[config.mk]
export PLATFORM = sky130hd
export DESIGN_NAME = mem_access_unit
export DESIGN_NICKNAME = d
export VERILOG_FILES = /design/src/rtl/mem_access_unit.sv
export SDC_FILE = /design/constraint.sdc
export NUM_CORES = 1
export LEC_CHECK = 0
export CORE_ASPECT_RATIO = 2
export CORE_MARGIN = 2
export CORE_UTILIZATION = 55
export DETAILED_ROUTE_END_ITERATION = 6
export DONT_BUFFER_PORTS = 1
export HOLD_SLACK_MARGIN = 0.02
export PLACE_DENSITY_LB_ADDON = 0.2
export SLEW_MARGIN = 20
export SYNTH_ARGS = -nofsm -noshare
export SYNTH_HDL_FRONTEND = slang
export SYNTH_SLANG_ARGS = --single-unit
[constraint.sdc]
create_clock -name clk -period 6.2 [get_ports clk]
set_clock_uncertainty 0.1 [all_clocks]
set_input_delay 0.93 -clock clk [delete_from_list [all_inputs] [get_ports clk]]
set_output_delay 0.93 -clock clk [all_outputs]
set_load 0.01 [all_outputs]
[src/rtl/mem_access_unit.sv]
// mem_access_unit: in-order load/store front end for DataMemory (optional macro MISALIGN_TRAP_EN traps misaligned half/word accesses)
module mem_access_unit #(
   parameter int ADDR_W     = 32,
   parameter int DATA_W     = 32,
   parameter int TAG_W      = 4,
   parameter int FIFO_DEPTH = 4
) (
   input  logic              clk,
   input  logic              rst_n,
   input  logic              req_valid,
   output logic              req_ready,
   input  logic              req_is_store,
   input  logic [1:0]        req_size,
   input  logic              req_unsigned,
   input  logic [ADDR_W-1:0] req_addr,
   input  logic [DATA_W-1:0] req_data,
   input  logic [TAG_W-1:0]  req_tag,
   input  logic              mem_free,
   output logic [1:0]        mem_rw_flag,
   output logic [ADDR_W-1:0] mem_addr,
   output logic [DATA_W-1:0] mem_wdata,
   output logic [3:0]        mem_mask,
   input  logic              mem_read_valid,
   input  logic [DATA_W-1:0] mem_rdata,
   output logic              res_valid,
   output logic [TAG_W-1:0]  res_tag,
   output logic [DATA_W-1:0] res_data,
   output logic              res_is_store,
   output logic              res_err
);
   localparam int PW = $clog2(FIFO_DEPTH);
   typedef struct packed {
      logic              st;
      logic [1:0]        size;
      logic              uns;
      logic [ADDR_W-1:0] addr;
      logic [DATA_W-1:0] data;
      logic [TAG_W-1:0]  tag;
   } req_t;
   typedef enum logic [1:0] {IDLE, WAIT_LD, WAIT_ST1, WAIT_ST} state_t;
   req_t fifo [FIFO_DEPTH];
   req_t head;
   logic [PW-1:0] wr_ptr, rd_ptr;
   logic [PW:0] count;
   logic push, pop, issue, trap, ld_done, st_done, bad;
   logic [1:0] off, cur_off, cur_size;
   logic [3:0] mask;
   logic cur_uns;
   logic [TAG_W-1:0] cur_tag;
   logic [DATA_W-1:0] lane, ext;
   state_t state, next;
   assign head      = fifo[rd_ptr];
   assign req_ready = count != (PW+1)'(FIFO_DEPTH);
   assign push      = req_valid & req_ready;
`ifdef MISALIGN_TRAP_EN
   assign bad = (head.size == 2'b01 && head.addr[0]) || (head.size[1] && head.addr[1:0] != 2'b00);
   assign off = head.addr[1:0];
`else
   assign bad = 1'b0;
   assign off = head.size == 2'b00 ? head.addr[1:0] : head.size == 2'b01 ? {head.addr[1], 1'b0} : 2'b00;
`endif
   assign mask = head.size == 2'b00 ? 4'b0001 << off : head.size == 2'b01 ? 4'b0011 << off : 4'b1111;
   assign lane = mem_rdata >> {cur_off, 3'b000};
   assign ext  = cur_size == 2'b00 ? {{(DATA_W-8){~cur_uns & lane[7]}}, lane[7:0]} :
                 cur_size == 2'b01 ? {{(DATA_W-16){~cur_uns & lane[15]}}, lane[15:0]} : lane;
   // queue storage, written only on enqueue
   always_ff @(posedge clk)
      if (push) fifo[wr_ptr] <= '{st: req_is_store, size: req_size, uns: req_unsigned, addr: req_addr, data: req_data, tag: req_tag};
   // queue pointers and occupancy
   always_ff @(posedge clk or negedge rst_n)
      if (!rst_n) begin
         wr_ptr <= '0;
         rd_ptr <= '0;
         count  <= '0;
      end else begin
         wr_ptr <= wr_ptr + PW'(push);
         rd_ptr <= rd_ptr + PW'(pop);
         count  <= count + (PW+1)'(push) - (PW+1)'(pop);
      end
   // state register
   always_ff @(posedge clk or negedge rst_n)
      if (!rst_n) state <= IDLE;
      else state <= next;
   // next state and control strobes; memory is only triggered from IDLE
   always_comb begin
      next    = state;
      pop     = 1'b0;
      issue   = 1'b0;
      trap    = 1'b0;
      ld_done = 1'b0;
      st_done = 1'b0;
      case (state)
         IDLE: if (count != '0) begin
            if (bad) begin
               trap = 1'b1;
               pop  = 1'b1;
            end else if (mem_free) begin
               issue = 1'b1;
               pop   = 1'b1;
               next  = head.st ? WAIT_ST1 : WAIT_LD;
            end
         end
         WAIT_LD: if (mem_read_valid) begin
            ld_done = 1'b1;
            next    = IDLE;
         end
         WAIT_ST1: next = WAIT_ST;
         WAIT_ST: if (mem_free) begin
            st_done = 1'b1;
            next    = IDLE;
         end
         default: next = IDLE;
      endcase
   end
   // memory request and result registers; request fields hold until the next issue
   always_ff @(posedge clk or negedge rst_n)
      if (!rst_n) begin
         mem_rw_flag  <= '0;
         mem_addr     <= '0;
         mem_wdata    <= '0;
         mem_mask     <= '0;
         res_valid    <= 1'b0;
         res_tag      <= '0;
         res_data     <= '0;
         res_is_store <= 1'b0;
         res_err      <= 1'b0;
         cur_off      <= '0;
         cur_size     <= '0;
         cur_uns      <= 1'b0;
         cur_tag      <= '0;
      end else begin
         mem_rw_flag <= issue ? {~head.st, head.st} : 2'b00;
         res_valid   <= trap | ld_done | st_done;
         if (issue) begin
            mem_addr  <= {head.addr[ADDR_W-1:2], 2'b00};
            mem_wdata <= head.data << {off, 3'b000};
            mem_mask  <= mask;
            cur_off   <= off;
            cur_size  <= head.size;
            cur_uns   <= head.uns;
            cur_tag   <= head.tag;
         end
         if (trap) begin
            res_tag      <= head.tag;
            res_data     <= '0;
            res_is_store <= head.st;
            res_err      <= 1'b1;
         end
         if (ld_done) begin
            res_tag      <= cur_tag;
            res_data     <= ext;
            res_is_store <= 1'b0;
            res_err      <= 1'b0;
         end
         if (st_done) begin
            res_tag      <= cur_tag;
            res_data     <= '0;
            res_is_store <= 1'b1;
            res_err      <= 1'b0;
         end
      end
endmodule

# --- Word-level counts from Yosys, hierarchy flattened ---
# Memories as Yosys holds them, arrays and structs flattened.
# Cells that the tools add are included.
word_totals:
  reg_bits: 125
  ram_bits: 288
  output_inout_bits: 110
  wordCells: 76
  n_memories: 1
mem_list:
  columns: ["name", "depth", "width", "read_ports", "rd_ports_with_merged_regs", "wr", "line", "source"]
  rows:
  - ["fifo", 4, 72, 1, 0, 1, "41", "req_t fifo [FIFO_DEPTH];"]
classes:
  add_sub_neg: 4
  n_eq_ne: 10
  shifts: 4
  n_mux: 28
  bitwise: 6
  n_reduce_logical: 6
op_table:
  columns: ["cell", "count"]
  rows:
  - ["32-bit 2-to-1 mux", 4]
  - ["32-bit by 5-bit << shifter with 32-bit output", 1]
  - ["32-bit by 5-bit >> shifter with 32-bit output", 1]
  - ["2-bit 2-to-1 mux", 8]
  - ["4-bit 2-to-1 mux", 4]
  - ["1-bit 2-to-1 mux", 11]
  - ["2-bit inequality test, second input constant", 4]
  - ["2-bit case mux with 4 select lines", 1]
  - ["2-bit by 1-bit == test with 1-bit output, second input constant", 3]
  - ["2-bit logical NOT", 3]
  - ["2-bit by 1-bit adder with 2-bit output", 2]
  - ["2-bit == test, second input constant", 2]
  - ["4-bit AND reduction", 1]
  - ["1-bit by 2-bit << shifter with 4-bit output, first input constant", 1]
  - ["2-bit by 2-bit << shifter with 4-bit output, first input constant", 1]
  - ["3-bit by 1-bit adder with 3-bit output", 1]
  - ["1-bit AND", 3]
  - ["3-bit inequality test, second input constant", 1]
  - ["3-bit nonzero test", 1]
  - ["3-bit by 1-bit subtractor with 3-bit output", 1]
  - ["1-bit NOT", 2]
  - ["2-bit nonzero test", 1]
  - ["1-bit OR", 1]

# --- Depth between registers and ports, before layout ---
# Gate-level depths: netlist (run 1).
# An unclocked memory read counts as a cell.
depth:
  ltp_word: 7
  mapped_depth: 13
  ltp_nobuf: 10

# --- Worst setup path before layout (run 1) ---
# Ideal clock, no wire load.
synth_path:
  path_kind: "in2reg"
  start: "in req_valid"
  end: "mem fifo[1][0] (netlist name), enable pin"
  t_arrival_ns: 6.322
  required_time_ns: 5.494
  slack_ns: -0.828
  stages: 2
  cell_sequence: "nand2_1 -> nor3b_1"
synth_between:
  elab_chain_len: 3
synth_lines:
  columns: ["element", "line", "source"]
  rows:
  - ["start: declaration", "10", "input logic req_valid,"]
  - ["1-bit AND", "54", "assign push = req_valid & req_ready;"]
  - ["1-bit 2-to-1 mux", "68", "if (push) fifo[wr_ptr] <= '{st: req_is_store, size: req_size, uns: req_unsigned, addr: req_addr, data: req_dat ..."]
  - ["1-bit 2-to-1 mux (not written as such)", "68", null]
  - ["end: declaration", "41", null]
# No other way between the ends.

# --- Final worst setup path (run 1) ---
layout_path:
  start: "reg rd_ptr[0]"
  end: "reg mem_mask[2]"
layout_between:
  elab_chain_len: 7
layout_lines:
  columns: ["element", "line", "source"]
  rows:
  - ["start: declaration", "43", "logic [PW-1:0] wr_ptr, rd_ptr;"]
  - ["start signal: assignment", "77", "rd_ptr <= rd_ptr + PW'(pop);"]
  - ["memory read 4 x 72 bit *", null, null]
  - ["2-bit by 1-bit == test with 1-bit output", "60, 62", null]
  - ["2-bit 2-to-1 mux (2 in a row)", "60", "assign off = head.size == 2'b00 ? head.addr[1:0] : head.size == 2'b01 ? {head.addr[1], 1'b0} : 2'b00;"]
  - ["2-bit by 2-bit << shifter with 4-bit output", "62", "assign mask = head.size == 2'b00 ? 4'b0001 << off : head.size == 2'b01 ? 4'b0011 << off : 4'b1111;"]
  - ["4-bit 2-to-1 mux", "62", null]
  - ["4-bit 2-to-1 mux *", "62", null]
  - ["end signal: assignment", "137", "mem_mask <= mask;"]
  - ["end: declaration", "22", "output logic [3:0] mem_mask,"]
# Every way passes the cells marked *; elsewhere a longest branch is shown, timed or not.
# A chain may end at the register's enable or synchronous reset.

==> results.toml, run 1 <==
[yosys]
avgSynthCellArea_um2 = 16.81
synth_compound_area_share_pct = 6.357
ys_ff_latch = 412
yosys.area_share.simple_pct = 5.123
syn_area_um2 = 16220
synthFlopType = "edfxtp_1"
synth-xor-area-share_pct = 0.2160
synthMuxAreaShare_pct = 13.12
synth-warning-count = 0
post_synth_inst_count = 965
yosys.cell_types.count = 41
synth_top_family_by_area = "multiplexers"
async_flop_share_pct = 30.10
synth_fa_ha_area_share_pct = 0.7406
yosysSeqAreaShare_pct = 72.46
synth_edf_count = 288

[worst_setup_path]
worstPathArrival_ps = 3550
r2r-start = "rd_ptr[0]"
cpMaxStageDelayCell = "dfrtp_4"
path_max_fanout = 45
crit_type = "reg2reg"
cp.required_ps = 6470
cp-start-kind = "flop"
path_cells = "mux2_2 > o21ai_1 > nand2_1 > ha_1 > mux2i_1 > a31oi_1"
critical_path.max_stage_delay_ps = 1010
critPathLaunch = "rd_ptr[0]"
rrSetupSlack_ps = 2920
endpoint_kind = "flop"

[grt]
grt_max_degree = 125
grt_pass1_wl_um = 51890
grt_pass1_vias = 8861
track_usage_pct = 21.92
antenna_found_initial = 0
grt_overflow = 0

[floorplan]
dieArea_um2 = 30960
io_pins = 219
fp-row-count = 89
die_y_um = 246.8
die_w_um = 125.4
start_util_pct = 55.38
core-area_um2 = 29290

[placement]
gp_congestion = 0.8419
port_buffers = 0
placed_cells = 1288
hpwl_um = 20860

[layout]
fillCellCount = 2178
final_common_cell = "edfxtp_1"
antenna_cells = 0
final_cell_mix = "edfxtp_1 (288), nand2_1 (156), dfrtp_1 (122)"
areaGrowthSynthToFinish_pct = 9.783
multi_input_area_um2 = 4179
regArea_um2 = 11760
drive_gt1_share_pct = 17.02
final_nets = 1082
final_util_pct = 60.79
layoutNonFillerInstCount = 1357

[drt]
dr.pass1.iters = 4
wl_per_cell_um = 24.47
wl_um = 33210
route.detailed.drc = 0
vias_per_cell = 6.174
drtIter0Drc = 543
postRouteAntennaNets = 0
routed-via-count = 8378

[clock_tree]
clk_path_buf_depth = 3
clkLatencyLatePin_ps = 540
htreeDepth = 2
cts_buffers = 37
root_buffer = "clkbuf_16"
clock-sinks = 412
cts_tree = "done"
clkTransAtPathRegs_ps = 70

[min_path]
hold_path_class = "in2async"

[sta]
min_period_ps = 3282
tightestPinTransition_ps = 1098
setup_viol = 0
finalCritPeriodShare_pct = 52.94
setup_tns_ps = 0
relSlewSlack_pct = 26.55
rsz0062_at_grt = "no"
hold_viol = 0
fmaxAchievable_ghz = 0.3047
slew_viol_final = 0

[job]
maxCapViolCount = 0

[power]
p_total_uw = 9166
p_leak_uw = 0.006588
peakVddDrop_mv = 0.2702
p_per_area_nw_per_um2 = 514.8

[status]
outcome = "finished clean"
==> worst paths after layout <==
| path | cells after the start | endpoint |
|---|---|---|
| min in group clk | 2 | res_tag[2] |
| worst min-delay path | 1 | mem_addr[24] |
| max in group asynchronous | 1 | rd_ptr[0] |
| worst max-delay path | 6 | mem_mask[2] |
| worst max register to register | 6 | mem_mask[2] |
| worst min register to register | 2 | res_tag[2] |
==> power breakdown <==
part | switching, µW | total (µW) | internal [µW]
clock | 986 | 2310 | 1330
sequential | 653 | 4390 | 3740
combinational | 1380 | 2460 | 1080
==> cells in the mapped netlist, types with 8 or more instances <==
cell        n  share of area [%]
clkbuf_1   25               0.58
mux4_2     72                 10
nor2b_1     9               0.35
buf_1      10               0.23
dfrtp_1   124                 19
a32o_1     15               0.93
a22o_1     24                1.3
edfxtp_1  288                 53
mux2i_1    45                2.8
nand2_1   157                3.6
ha_1        8               0.62
a211o_1    15               0.81
o21ai_1     9               0.28
o21ai_0    43                1.3
inv_1       8               0.19
a22oi_1     8               0.37
a21oi_1    26               0.80
nor2_1     20               0.46
buf_2      14               0.43
==> per-layer routing <==
layer / share of wire, % / vias up / global-route usage, %
li1: - / 3694 / -
met1: 38 / 4318 / 26.67
met2: 50 / 299 / 36.61
met3: 8.5 / 67 / 7.226
met4: 3.4 / 0 / 8.235
met5: 0 / - / 0
==> cells by family after synthesis <==
kind of cell / after synthesis
AO/OA/AOI/OAI: 151
XOR/XNOR: 4
adder cells (fa/ha/maj): 9
buffers and inverters: 66
flip-flops: 412
multiplexers: 122
other: 1
AND/OR/NAND/NOR: 200
==> flip-flops by register name, indices dropped and copies added (netlist names), 3 cells and up <==
signal and flops:
count 3, mem_mask 4, fifo 288, mem_wdata 32
res_tag 4, res_data 32, mem_addr 30, cur_tag 4
==> what timing repair did <==
action	4_1_cts	5_1_grt
hold buffers	1	0
hold endpoints to repair	124	0
buffers inserted	0	0
setup endpoints to repair	0	0
resized for setup	0	0
==> cell type report <==
| cell class | count | share of cell area, % |
|---|---|---|
| clock buffer | 51 | 6.135 |
| multi-input combinational | 489 | 23.47 |
| tap | 364 | 2.558 |
| timing repair buffer | 16 | 0.7871 |
| clock inverter | 17 | 0.8363 |
| inverter | 8 | 0.1687 |
| sequential | 412 | 66.04 |
==> per-stage QoR <==
| stage | area, µm² | hold WS (ps) | worst slack [ps] |
|---|---|---|---|
| after floorplan | 16230 | 338.6 | -827.9 |
| after global placement | 16540 | 351.4 | 2948 |
| after detailed placement | 16540 | 361.2 | 2841 |
| after CTS | 17800 | 284.2 | 2818 |
| after global routing | 17800 | 285.9 | 2585 |
| final | 17800 | 215.1 | 2918 |
==> worst max-delay path, delay by kind of cell (launching register included) <==
kind                     cells  cell delay, ps
AO/OA/AOI/OAI                2             850
adder cells (fa/ha/maj)      1             350
flip-flops                   1            1010
multiplexers                 2             570
AND/OR/NAND/NOR              1             220
Power figures use the tool's default switching activity.
==> run 2: changes to the inputs <==
clock period = 3.1 ns   (was 6.2 ns; I/O delays follow)
==> run 2 against run 1 <==
The run now ends with negative hold slack left. Sequential power rose by 97%. Global-route usage is 0.25 points higher. Worst hold slack lost 680 ps. Register-to-register slack got worse by 2400 ps. Sequential share of layout area is 2.9 points lower. Die area did not move. Via count up 4.0%. Critical path type unchanged. Critical endpoint is now mem_wdata[2].
==> results.toml, run 2 (synthesis results as in run 1) <==
[worst_setup_path]
path_max_fanout = 54
crit_type = "reg2reg"
ff2ff_path_depth = 7
reg2reg_to = "mem_wdata[2]"
critPathLaunch = "state[0]"
worstPathArrival_ps = 2920
r2r-start = "state[0]"
endpoint_kind = "flop"
cp-start-kind = "flop"
cp.required_ps = 3470
rrSetupSlack_ps = 560

[floorplan]
fp-row-count = 89
die_w_um = 125.4
core-area_um2 = 29290
die_y_um = 246.8
io_pins = 219
start_util_pct = 55.38
dieArea_um2 = 30960

[drt]
wl_per_cell_um = 23.50
postRouteAntennaNets = 0
drtIter0Drc = 565
vias_per_cell = 6.053
routed-via-count = 8716
wl_um = 33850
route.detailed.drc = 0
dr.pass1.iters = 4

[clock_tree]
clkLatencyLatePin_ps = 530
clkTransAtPathRegs_ps = 60
cts_buffers = 36
htreeDepth = 2
root_buffer = "clkbuf_16"
cts_resized = 0
post_cts_buffers = 0
clock-sinks = 412
clk_path_buf_depth = 3
cts_tree = "done"
postCtsHoldBufs = 73

[layout]
fillCellCount = 2067
largest_register = "fifo"
largestRegisters = "fifo (288), mem_wdata (32), res_data (32)"
final_nets = 1164
largest_register_ffs = 288
final_cell_mix = "edfxtp_1 (288), nand2_1 (154), dfrtp_1 (122)"
drive_gt1_share_pct = 16.39
final_util_pct = 63.55
final_common_cell = "edfxtp_1"
areaGrowthSynthToFinish_pct = 14.75
regArea_um2 = 11760
multi_input_area_um2 = 4208

[placement]
port_buffers = 0
gp_congestion = 0.8733
hpwl_um = 21090

[sta]
relSlewSlack_pct = 40.40
rsz0062_at_grt = "no"
slew_viol_final = 0
setup_viol = 0
setup_tns_ps = 0
fmaxAchievable_ghz = 0.3931
min_period_ps = 2544
finalCritPeriodShare_pct = 82.07
hold_viol = 124
holdWs_ps = -468.4
tightestPinTransition_ps = 894.0

[grt]
grt_overflow = 0
track_usage_pct = 22.17
grt_pass1_vias = 9048
grt_pass1_wl_um = 52870
grt_max_degree = 125
antenna_found_initial = 2

[power]
p_leak_uw = 0.006920
p_per_area_nw_per_um2 = 987.2
peakVddDrop_mv = 0.5021

[status]
violations = "negative hold slack"
outcome = "finished, violations left"

[job]
maxCapViolCount = 0

[min_path]
hold_path_class = "in2async"
run 2: cell types whose count changed in the layout (fill, tap and decap cells not counted), moves of 4 or more:
cell and delta:
clkbuf_1 +5, buf_4 +7, dlygate4sd3_1 +73, buf_12 +4
run 2: critical path, cell delays in order, from the launching register on:
cell and delay (ps):
dfrtp_1 440, nor3b_1 440, nand2_2 110, inv_2 70, buf_4 530, o21ai_2 290, nor2_2 320, a22o_1 180
run 2: area by class of cell:
| class | count | share of cell area (%) |
|---|---|---|
| clock buffer | 57 | 5.984 |
| multi-input combinational | 489 | 22.61 |
| timing repair buffer | 99 | 5.244 |
| antenna | 2 | 0.02689 |
| clock inverter | 9 | 0.3429 |
| inverter | 8 | 0.1614 |
| tap | 364 | 2.447 |
| sequential | 412 | 63.18 |
run 2: worst max path at each step:
stage | endpoint | slack [ps] | depth (start not counted)
final | mem_wdata[2] | 560 | 7
after CTS | mem_wdata[2] | 530 | 7
after floorplan | fifo[2][0] | 30 | 4
after global routing | mem_wdata[2] | 320 | 7
after global placement | mem_wdata[3] | 560 | 7
after detailed placement | mem_wdata[3] | 540 | 7
run 2: power breakdown:
part           switching (µW)  internal (µW)  total [µW]
Sequential               1190           7470        8650
Combinational            2990           2350        5340
Clock                    1890           2490        4380
run 2: routing by layer:
metal,global-route usage (%),vias up,part of all wire [%]
met1,29.28,4490,40
li1,-,3868,-
met3,5.084,56,6.6
met4,6.765,0,2.4
met2,37.06,302,51
met5,0,-,0
run 2: through the flow:
stage	worst slack, ps	instances	cell area [µm²]	total power, µW
global route	319.4	1440	18610	19350
CTS	533.8	1438	18610	18600
global placement	564.7	1299	16700	13910
finish	556.0	1440	18610	18370
floorplan	26.50	967	16270	12520
detailed placement	538.2	1299	16700	14090
==> run 3: changes to the inputs <==
clock period = 2.7 ns   (was 3.1 ns; I/O delays follow)
==> run 3 against run 2 <==
The run still ends with negative hold slack left. Critical path depth is 1 higher. First-iteration DRC count decreased by 5.3%. Non-clock buffer count increased by 15. Worst setup slack worse by 330 ps. Sequential cell count unchanged. Final cell count up 0.90%. Global-route usage shrank 0.58 points. Design area increased by 0.99%. Die area stayed put. Utilization rose by 0.63 points. Worst hold slack worse by 58 ps. Critical endpoint is now mem_wdata[22].
==> results.toml, run 3 (synthesis results as in run 1) <==
[clock_tree]
cts_tree = "done"
cts_buffers = 36
htreeDepth = 2
root_buffer = "clkbuf_16"
clkLatencyLatePin_ps = 530
clock-sinks = 412
clk_path_buf_depth = 3
postCtsHoldBufs = 75
clkTransAtPathRegs_ps = 60

[layout]
design_area_um2 = 18790
drive_gt1_share_pct = 17.54
largest_register = "fifo"
final_cell_mix = "edfxtp_1 (288), nand2_1 (154), dfrtp_1 (122)"
final_util_pct = 64.17
largest_register_ffs = 288
final_nets = 1179
largestRegisters = "fifo (288), mem_wdata (32), res_data (32)"
fillCellCount = 2121
regArea_um2 = 11760
areaGrowthSynthToFinish_pct = 15.89
final_common_cell = "edfxtp_1"
layoutNonFillerInstCount = 1453
multi_input_area_um2 = 4208
antenna_cells = 0

[sta]
slew_viol_final = 0
holdWs_ps = -526.0
worst_slack_ps = 226.0
setup_tns_ps = 0
relSlewSlack_pct = 40.50
min_period_ps = 2474
hold_viol = 124
fmaxAchievable_ghz = 0.4042
finalCritPeriodShare_pct = 91.63
rsz0062_at_grt = "no"
tightestPinTransition_ps = 892.5
setup_viol = 0

[worst_setup_path]
path_max_fanout = 17
endpoint_kind = "flop"
path_common_cell = "buf_4"
cpMaxStageDelayCell = "mux4_2"
crit_type = "reg2reg"
cp-start-kind = "flop"
path_cells = "buf_4 > buf_6 > mux4_2 > nand4b_2 > nor2b_1 > buf_4 > a22oi_1 > o21ai_0"
critical_path.max_stage_delay_ps = 590
worstPathArrival_ps = 2770
cp.required_ps = 3000

[grt]
grt_pass1_vias = 8966
antenna_found_initial = 0
grt_max_degree = 125
track_usage_pct = 21.59
grt_overflow = 0
grt_pass1_wl_um = 51920

[power]
peakVddDrop_mv = 0.6751
p_per_area_nw_per_um2 = 1136
p_leak_uw = 0.007023

[drt]
postRouteAntennaNets = 0
drtIter0Drc = 535
wl_per_cell_um = 22.75
routed-via-count = 8660
wl_um = 33060
vias_per_cell = 5.960
dr.pass1.iters = 5
route.detailed.drc = 0

[floorplan]
die_y_um = 246.8
start_util_pct = 55.38
io_pins = 219
dieArea_um2 = 30960
core-area_um2 = 29290
die_w_um = 125.4
fp-row-count = 89

[job]
maxCapViolCount = 0

[min_path]
hold_path_class = "in2async"

[placement]
pre_cts_slack_ps = -117.8
port_buffers = 0
gp_congestion = 0.9017
dpl_cell_area_um2 = 16770
hpwl_um = 20430
placed_cells = 1307

[status]
outcome = "finished, violations left"
violations = "negative hold slack"
run 3: metrics by stage:
stage	total power (µW)	hold slack, ps
floorplan	14380	9.409
global placement	16030	12.37
detailed placement	16160	12.30
CTS	21580	-561.0
global route	22540	-554.1
finish	21350	-526.0
run 3: path summary, 6_finish.rpt:
check                           slack (ps)           from  cells after the start            end
worst min register to register         370     cur_tag[1]                      2     res_tag[1]
max in group asynchronous             2870          rst_n                      0  mem_wdata[18]
min in group clk                        40  mem_rdata[20]                      3   res_data[12]
worst min-delay path                  -530          rst_n                      0   res_data[17]
worst max register to register         230      rd_ptr[0]                      8  mem_wdata[22]
worst max-delay path                   230      rd_ptr[0]                      8  mem_wdata[22]
run 3: metal layers:
layer | track usage, % | up-vias | share of wire (%)
met5 | 0 | - | 0
met4 | 6.732 | 0 | 2.5
met3 | 5.669 | 53 | 7.5
met2 | 35.18 | 293 | 49
met1 | 28.79 | 4428 | 41
li1 | - | 3886 | -
run 3: cell type report:
cell class / count / area share (%)
Tap cell: 364 / 2.423
Sequential cell: 412 / 62.57
Clock buffer: 53 / 5.739
Clock inverter: 13 / 0.7523
Multi-Input combinational cell: 489 / 22.39
Inverter: 8 / 0.1598
Timing Repair Buffer: 114 / 5.972
run 3: power breakdown:
part           internal, µW  total [µW]  switching (µW)
combinational          2830        6360            3530
clock                  2990        5200            2210
sequential             8570        9800            1220
run 3: repair_timing:
action,CTS,global route
endpoints found under the setup margin,11,10
hold endpoints to repair,415,124
pin swaps,1,0
gates resized for setup,1,4
buffers inserted,5,0
run 3: worst max-delay path: cells and delay by family, from the launching register on:
family,cells,cell delay (ps)
simple gates,2,340
buf+inv,3,550
mux,1,590
compound gates,2,280
flops,1,450
